File: config.mk
export PLATFORM = sky130hd
export DESIGN_NAME = alu_8bit
export DESIGN_NICKNAME = d
export VERILOG_FILES = /design/src/rtl/alu_8bit.sv
export SDC_FILE = /design/constraint.sdc
export NUM_CORES = 1
export LEC_CHECK = 0
export BUFFER_PORTS_ARGS = -buffer_cell sky130_fd_sc_hd__clkbuf_2
export CORE_UTILIZATION = 59
export CTS_CLUSTER_SIZE = 24
export DETAILED_ROUTE_END_ITERATION = 12
export PLACE_DENSITY = 0.83
export SLEW_MARGIN = 20
export SYNTH_ARGS = -nofsm -noshare
export SYNTH_HDL_FRONTEND = slang
export SYNTH_SLANG_ARGS = --single-unit
File: constraint.sdc
create_clock -name clk_i -period 3.1 [get_ports clk_i]
set_clock_uncertainty 0.05 [all_clocks]
set_input_delay 0.31 -clock clk_i [delete_from_list [all_inputs] [get_ports clk_i]]
set_output_delay 0.31 -clock clk_i [all_outputs]
set_load 0.03 [all_outputs]
File: src/rtl/alu_8bit.sv
// alu_8bit: registered 8-bit ALU with eight operations and optional status flags.
// The flag logic and flag registers exist only when ALU_STATUS_FLAGS_EN is defined.
// Without it, c8_o/v8_o/z8_o/n8_o are tied to 0 and y8_o behaves the same.
// Reset is synchronous and active-high, and it clears every output register.
module alu_8bit #(
  parameter int DATA_WIDTH = 8
) (
  input  logic                  clk_i,
  input  logic                  rst_i,
  input  logic [DATA_WIDTH-1:0] a8_i,
  input  logic [DATA_WIDTH-1:0] b8_i,
  input  logic [3:0]            f8_i,
  output logic [DATA_WIDTH-1:0] y8_o,
  output logic                  c8_o,
  output logic                  v8_o,
  output logic                  z8_o,
  output logic                  n8_o
);

  localparam logic [3:0] ALL_ZERO         = 4'b0000;
  localparam logic [3:0] OUTPUT_A         = 4'b0001;
  localparam logic [3:0] OUTPUT_NOT_A     = 4'b0010;
  localparam logic [3:0] OUTPUT_A_AND_B   = 4'b0011;
  localparam logic [3:0] OUTPUT_A_OR_B    = 4'b0100;
  localparam logic [3:0] OUTPUT_A_XOR_B   = 4'b0101;
  localparam logic [3:0] OUTPUT_A_PLUS_B  = 4'b0110;
  localparam logic [3:0] OUTPUT_B_MINUS_A = 4'b0111;

  logic [DATA_WIDTH-1:0] addY;
  logic [DATA_WIDTH-1:0] subY;
  logic [DATA_WIDTH-1:0] y_d;
  logic [DATA_WIDTH-1:0] y_q;

`ifdef ALU_STATUS_FLAGS_EN
  // The adders are 9 bits wide so the carry-out is available for the C flag
  logic [DATA_WIDTH:0] addSum;
  logic [DATA_WIDTH:0] subSum;
  logic c_d, v_d, z_d, n_d;
  logic c_q, v_q, z_q, n_q;

  assign addSum = {1'b0, a8_i} + {1'b0, b8_i};
  assign subSum = {1'b0, b8_i} + {1'b0, ~a8_i} + {{DATA_WIDTH{1'b0}}, 1'b1};
  assign addY   = addSum[DATA_WIDTH-1:0];
  assign subY   = subSum[DATA_WIDTH-1:0];
`else
  // In the flagless build the carry-out is not needed, so the adders stay at the data width
  assign addY = a8_i + b8_i;
  assign subY = b8_i + ~a8_i + {{(DATA_WIDTH-1){1'b0}}, 1'b1};
`endif

  // Select the result for the current opcode; reserved codes give zero
  always_comb begin
    y_d = '0;
    case (f8_i)
      ALL_ZERO:         y_d = '0;
      OUTPUT_A:         y_d = a8_i;
      OUTPUT_NOT_A:     y_d = ~a8_i;
      OUTPUT_A_AND_B:   y_d = a8_i & b8_i;
      OUTPUT_A_OR_B:    y_d = a8_i | b8_i;
      OUTPUT_A_XOR_B:   y_d = a8_i ^ b8_i;
      OUTPUT_A_PLUS_B:  y_d = addY;
      OUTPUT_B_MINUS_A: y_d = subY;
      default:          y_d = '0;
    endcase
  end

  // Capture the result on every edge; reset overrides the opcode
  always_ff @(posedge clk_i) begin
    if (rst_i) begin
      y_q <= '0;
    end else begin
      y_q <= y_d;
    end
  end

  assign y8_o = y_q;

`ifdef ALU_STATUS_FLAGS_EN
  // Derive the flags. Carry and overflow come only from add/subtract.
  // Reserved codes force every flag to 0, even though Y is 0 for them.
  always_comb begin
    c_d = 1'b0;
    v_d = 1'b0;
    z_d = 1'b0;
    n_d = 1'b0;
    if (!f8_i[3]) begin
      z_d = (y_d == '0);
      n_d = y_d[DATA_WIDTH-1];
      if (f8_i == OUTPUT_A_PLUS_B) begin
        c_d = addSum[DATA_WIDTH];
        v_d = (a8_i[DATA_WIDTH-1] == b8_i[DATA_WIDTH-1]) &&
              (addSum[DATA_WIDTH-1] != a8_i[DATA_WIDTH-1]);
      end else if (f8_i == OUTPUT_B_MINUS_A) begin
        c_d = subSum[DATA_WIDTH];
        v_d = (b8_i[DATA_WIDTH-1] == ~a8_i[DATA_WIDTH-1]) &&
              (subSum[DATA_WIDTH-1] != b8_i[DATA_WIDTH-1]);
      end
    end
  end

  // Capture the flags alongside the result; reset clears them
  always_ff @(posedge clk_i) begin
    if (rst_i) begin
      c_q <= 1'b0;
      v_q <= 1'b0;
      z_q <= 1'b0;
      n_q <= 1'b0;
    end else begin
      c_q <= c_d;
      v_q <= v_d;
      z_q <= z_d;
      n_q <= n_d;
    end
  end

  assign c8_o = c_q;
  assign v8_o = v_q;
  assign z8_o = z_q;
  assign n8_o = n_q;
`else
  assign c8_o = 1'b0;
  assign v8_o = 1'b0;
  assign z8_o = 1'b0;
  assign n8_o = 1'b0;
`endif

endmodule

# ---- Word level (Yosys, flattened, before mapping)
# Index checks and enable logic that the tools add are counted.
dict set report classes {
  n_addsub 3
  n_mul 0
  div_mod_pow 0
  magnitude_cmp 0
  eq_ne 7
  shift 0
  n_mux 1
  bitwise 4
  n_reduce_logical 0
}
# cell count
set ops {}
lappend ops {{8-bit one-hot mux with 7 select lines} 1}
lappend ops {{8-bit adder} 2}
lappend ops {{4-bit by 3-bit == test with 1-bit output, second input constant} 4}
lappend ops {{8-bit by 1-bit adder with 8-bit output, second input constant} 1}
lappend ops {{8-bit AND} 1}
lappend ops {{4-bit by 2-bit == test with 1-bit output, second input constant} 2}
lappend ops {{8-bit inverter} 1}
lappend ops {{8-bit OR} 1}
lappend ops {{8-bit XOR} 1}
lappend ops {{4-bit by 1-bit == test with 1-bit output, second input constant} 1}
dict set report word_totals {
  register_bits 8
  latch_bits 0
  mem_bits_rw 0
  mem_bits_ro 0
  in_bits 22
  out_inout_bits 12
  wordCells 16
  memories 0
}

# ---- Logic depth before layout (Yosys ltp)
dict set report depth {
  depth_word 4
  mapped_depth 9
  ltp_nobuf 9
}

# ---- Least setup slack after synthesis
# No wires, ideal clock.
dict set report synth_timing {
  path_type {input-to-reg}
  startpoint {input b8_i[0]}
  endpoint {register y_q[4], in the netlist y8_o[4]}
  setup_ns 0.103
  arrival_time_ns 1.746
  required_time_ns 2.947
  slack_ns 1.200
  path_stages 9
  path_buffers 0
  cell_sequence {inv_1 -> ha_1 -> fa_1 -> o21bai_4 -> a21oi_2 -> nand2_1 -> xnor2_1 -> a31oi_1 -> a2111oi_2}
}
dict set report synth_between {
  elab_chain_cells 3
  elab_cells_between_ends 4
  classes_between {add/sub: 3; mux: 1}
}
# element line
set synth_rtl {}
lappend synth_rtl {{start, declared} 11} ;# input logic [DATA_WIDTH-1:0] b8_i,
lappend synth_rtl {{8-bit adder} 48} ;# assign subY = b8_i + ~a8_i + {{(DATA_WIDTH-1){1'b0}}, 1'b1};
lappend synth_rtl {{8-bit by 1-bit adder with 8-bit output} 48}
lappend synth_rtl {{8-bit one-hot mux with 7 select lines *} 54} ;# case (f8_i)
lappend synth_rtl {{end signal, assigned} 72} ;# y_q <= y_d;
lappend synth_rtl {{end, declared} 32} ;# logic [DATA_WIDTH-1:0] y_q;
# Mark *: on every way between the ends. The rest lies on a longest branch, timed or not.
# A chain may end at the register's enable or synchronous reset.

# ---- Worst setup path in the final report
dict set report layout_timing {
  startpoint {input a8_i[1]}
  endpoint {register y_q[7], in the netlist y8_o[7]}
}
dict set report layout_between {
  elab_chain_cells 4
  elab_cells_between_ends 5
  classes_between {add/sub: 3; mux: 1; bitwise: 1}
}
# element line
set layout_rtl {}
lappend layout_rtl {{start, declared} 10} ;# input logic [DATA_WIDTH-1:0] a8_i,
lappend layout_rtl {{8-bit inverter} 48}
lappend layout_rtl {{8-bit adder} 48}
lappend layout_rtl {{8-bit by 1-bit adder with 8-bit output} 48}
lappend layout_rtl {{8-bit one-hot mux with 7 select lines *} 54}
# Marked as above.

==> results_tabular.tex <==
\begin{tabular}{lr}
\hline
Metric & Value \\
\hline
\multicolumn{2}{l}{\textbf{Status}} \\
\quad Status & complete, no violations \\
\multicolumn{2}{l}{\textbf{Logic synthesis}} \\
\quad Post-synth top area share & 0.2053 \\
\quad Synthesis-stage register bit count & 8 \\
\quad Number of warnings reported in the yosys synthesis log & 0 \\
\quad Prevailing post-synth register cell & sky130\_fd\_sc\_hd\_\_dfxtp\_1 \\
\quad Count of flip-flops with a built-in enable after synthesis & 0 \\
\quad Number of unique standard cell types used by synthesis & 45 \\
\quad Synthesized instance count & 196 \\
\quad Sequential element share of the synthesized area & 0.1095 \\
\quad Cell area after technology mapping & 1463 um\^{}2 \\
\quad Mean post-synth cell area & 7.463 um\^{}2 \\
\quad Async set or reset register ratio after synthesis & 0 \\
\quad Cell accounting for the most synthesized area & sky130\_fd\_sc\_hd\_\_ha\_1 \\
\quad Leading cell types by total area after synthesis & sky130\_fd\_sc\_hd\_\_ha\_1 (21\%), sky130\_fd\_sc\_hd\_\_dfxtp\_1 (11\%), sky130\_fd\_sc\_hd\_\_a21oi\_1 (6.2\%) \\
\multicolumn{2}{l}{\textbf{Power and ir drop}} \\
\quad Leakage power of the design & 0.7499 nW \\
\quad Power consumption & 0.4146 mW \\
\quad Worst IR Drop VDD & 0.2149 mV \\
\quad Power density cells & 264.9 nW/um\^{}2 \\
\multicolumn{2}{l}{\textbf{Floorplan}} \\
\quad Starting utilization of the core area & 0.6427 \\
\quad Die outline height & 51.79 um \\
\quad Site Rows & 17 \\
\quad Area inside the core boundary & 2276 um\^{}2 \\
\quad Width of the die & 51.79 um \\
\quad Top-Level Pins & 34 \\
\quad Die area & 2682 um\^{}2 \\
\multicolumn{2}{l}{\textbf{Drt}} \\
\quad Number of vias in the routed layout & 1460 \\
\quad Post-DR vias/cell & 6.008 \\
\quad Number of antenna-violating nets in the routed design & 0 \\
\quad Remaining DRCs & 0 \\
\quad Starting DRC count in detailed routing & 59 \\
\quad Detailed-route wire length & 3355 um \\
\quad Average wire length per cell after detail routing & 13.81 um \\
\quad Iteration count of the initial detailed-routing pass & 4 \\
\multicolumn{2}{l}{\textbf{Worst setup path}} \\
\quad Data required time of the critical path & 3.23 ns \\
\quad Slowest cell on crit path & sky130\_fd\_sc\_hd\_\_ha\_1 \\
\quad Category of the worst setup path capture point & register \\
\quad Highest cell delay on the worst timing path & 0.35 ns \\
\quad Critical Setup Path Class & input pin to register \\
\quad Crit path DAT & 2.12 ns \\
\quad Startpoint class of the critical path & input pin \\
\quad Critical path cell sequence & clkbuf\_2 -> inv\_1 -> ha\_1 -> a21oi\_1 -> o221ai\_1 -> o41ai\_2 -> xnor2\_1 -> a21oi\_1 -> a21oi\_1 \\
\quad Worst-path fanout max & 5 \\
\quad Top cell by count, worst path & sky130\_fd\_sc\_hd\_\_a21oi\_1 \\
\multicolumn{2}{l}{\textbf{Job}} \\
\quad MaxCap Viol Count & 0 \\
\multicolumn{2}{l}{\textbf{CTS}} \\
\quad Clock-pin slew reported for the worst setup and hold paths after clock tree synthesis & 0.05 ns \\
\quad Clock tree from TritonCTS & done \\
\quad Num Clock Sinks & 8 \\
\quad Clk buf depth & 2 \\
\quad Total number of H-tree levels & 1 \\
\quad Hold buffers post-CTS & 0 \\
\quad Clk root buf & sky130\_fd\_sc\_hd\_\_clkbuf\_4 \\
\quad Clock buffers created by TritonCTS & 3 \\
\quad Post-CTS Repair Setup Buffers & 0 \\
\quad Number of gates given a new drive strength after cts & 0 \\
\multicolumn{2}{l}{\textbf{Timing}} \\
\quad Worst slew pin tran & 0.5210 ns \\
\quad Unrepaired setup endpoints after global routing & false \\
\quad Fin. max-slew vios & 0 \\
\quad Fin crit period & 1.991 ns \\
\quad Slew margin rel. & 0.6527 \\
\quad Share of the clock period used by the worst path after layout & 0.6423 \\
\quad Achievable Freq & 0.5022 GHz \\
\quad Sum of negative setup slack & 0 ns \\
\quad Final hold violation count & 0 \\
\quad Number of setup violations in the final report & 0 \\
\multicolumn{2}{l}{\textbf{Global routing}} \\
\quad Number of global-route vias before repair & 1345 \\
\quad Number of antenna violations at the first check in global routing & 0 \\
\quad All-Layer GR Usage & 0.2729 \\
\quad Congestion Overflow GR & 0 \\
\quad Maximum number of pins on one net before global-route repair & 26 \\
\quad Global-route wire length before repair & 5630 um \\
\multicolumn{2}{l}{\textbf{Finish}} \\
\quad Fraction of final layout cells sized beyond drive strength 1 & 0.1907 \\
\quad Commonest non-fill, non-tap cells in the layout & sky130\_fd\_sc\_hd\_\_clkbuf\_2 (29), sky130\_fd\_sc\_hd\_\_ha\_1 (24), sky130\_fd\_sc\_hd\_\_inv\_1 (23) \\
\quad Fillcell total & 194 \\
\quad Most common cell after layout, fill and taps aside & sky130\_fd\_sc\_hd\_\_clkbuf\_2 \\
\quad Post-Route Utilization & 0.6877 \\
\quad Layout Area Growth over Synthesis & 7.014\% \\
\quad Final Non-Filler Cells & 243 \\
\quad Final net count & 265 \\
\quad Ant. Diodes & 0 \\
\quad Number of flip-flops in the largest register & 8 \\
\quad Design area & 1565 um\^{}2 \\
\multicolumn{2}{l}{\textbf{Place}} \\
\quad I/O Buffers & 29 \\
\quad GP Congestion & 0.9098 \\
\quad Placed insts & 240 \\
\quad Final HPWL from detailed placement & 2661 um \\
\quad Area post-placement & 1543 um\^{}2 \\
\multicolumn{2}{l}{\textbf{Worst hold path}} \\
\quad Classification of the worst-slack hold path & input pin to register \\
\hline
\end{tabular}
## layout make-up
cell class	count	area, um^2	share of cell area
clock buffer	3	22.52	0.01439
inverter	24	90.09	0.05755
multi-input combinational	151	1112	0.7106
sequential	8	160.2	0.1023
tap	28	35.03	0.02238
timing repair buffer	29	145.1	0.09273
## metal layers
metal  routed length [um]  GRT usage  share of wire
met2                 1617     0.4870           0.48
met5                    0          0              0
met4                   38    0.09459          0.011
met1                 1389     0.3410           0.41
met3                  310    0.02047          0.092
## power breakdown
group          internal (mW)  total, mW  switching [mW]
sequential             0.108      0.109         0.00118
clock                 0.0440     0.0749          0.0309
combinational         0.0915      0.230           0.139
## synth_stat cells (all sizes together) (2+ instances only)
library cell	number
nand2b	10
nand3	3
o22ai	6
inv	23
buf	13
o221ai	5
nor2	17
dfxtp	8
a21oi	19
a221oi	2
or2	2
nor3	5
ha	24
fa	2
xnor2	8
nand2	13
a31oi	3
nor2b	2
o21bai	2
clkbuf	3
o21ai	9
## metrics by stage
| stage | setup slack (ns) | hold slack, ns |
|---|---|---|
| finish | 1.109 | 0.2276 |
| CTS | 1.155 | 0.2201 |
| floorplan | 1.200 | 0.3291 |
| global route | 0.9742 | 0.2159 |
| global placement | 0.9469 | 0.4673 |
| detailed placement | 0.9135 | 0.4781 |
## cell families (layout without fill, tap and decap cells)
logic type / after synthesis / in the layout / synth area share
other: 1 / 4 / 0.002564
flip-flops: 8 / 8 / 0.1095
adder cells (fa/ha/maj): 26 / 26 / 0.2327
AND/OR/NAND/NOR: 54 / 54 / 0.1771
multiplexers: 2 / 2 / 0.02224
buffers and inverters: 40 / 56 / 0.1377
AO/OA/AOI/OAI: 57 / 57 / 0.2703
XOR/XNOR: 8 / 8 / 0.04791
## final timing paths
path	startpoint	end	slack, ns	depth (start not counted)
worst max-delay path	a8_i[1]	y8_o[7]	1.11	9
worst min-delay path	rst_i	y8_o[7]	0.23	2
## critical path: cells and delay by family
family	cells	cell delay [ns]
AOI/OAI and AO/OA	5	1.03
adders and majority gates	1	0.35
buffers and inverters	2	0.25
xor gates and xnor gates	1	0.16
(Power assumes the default switching activity.)
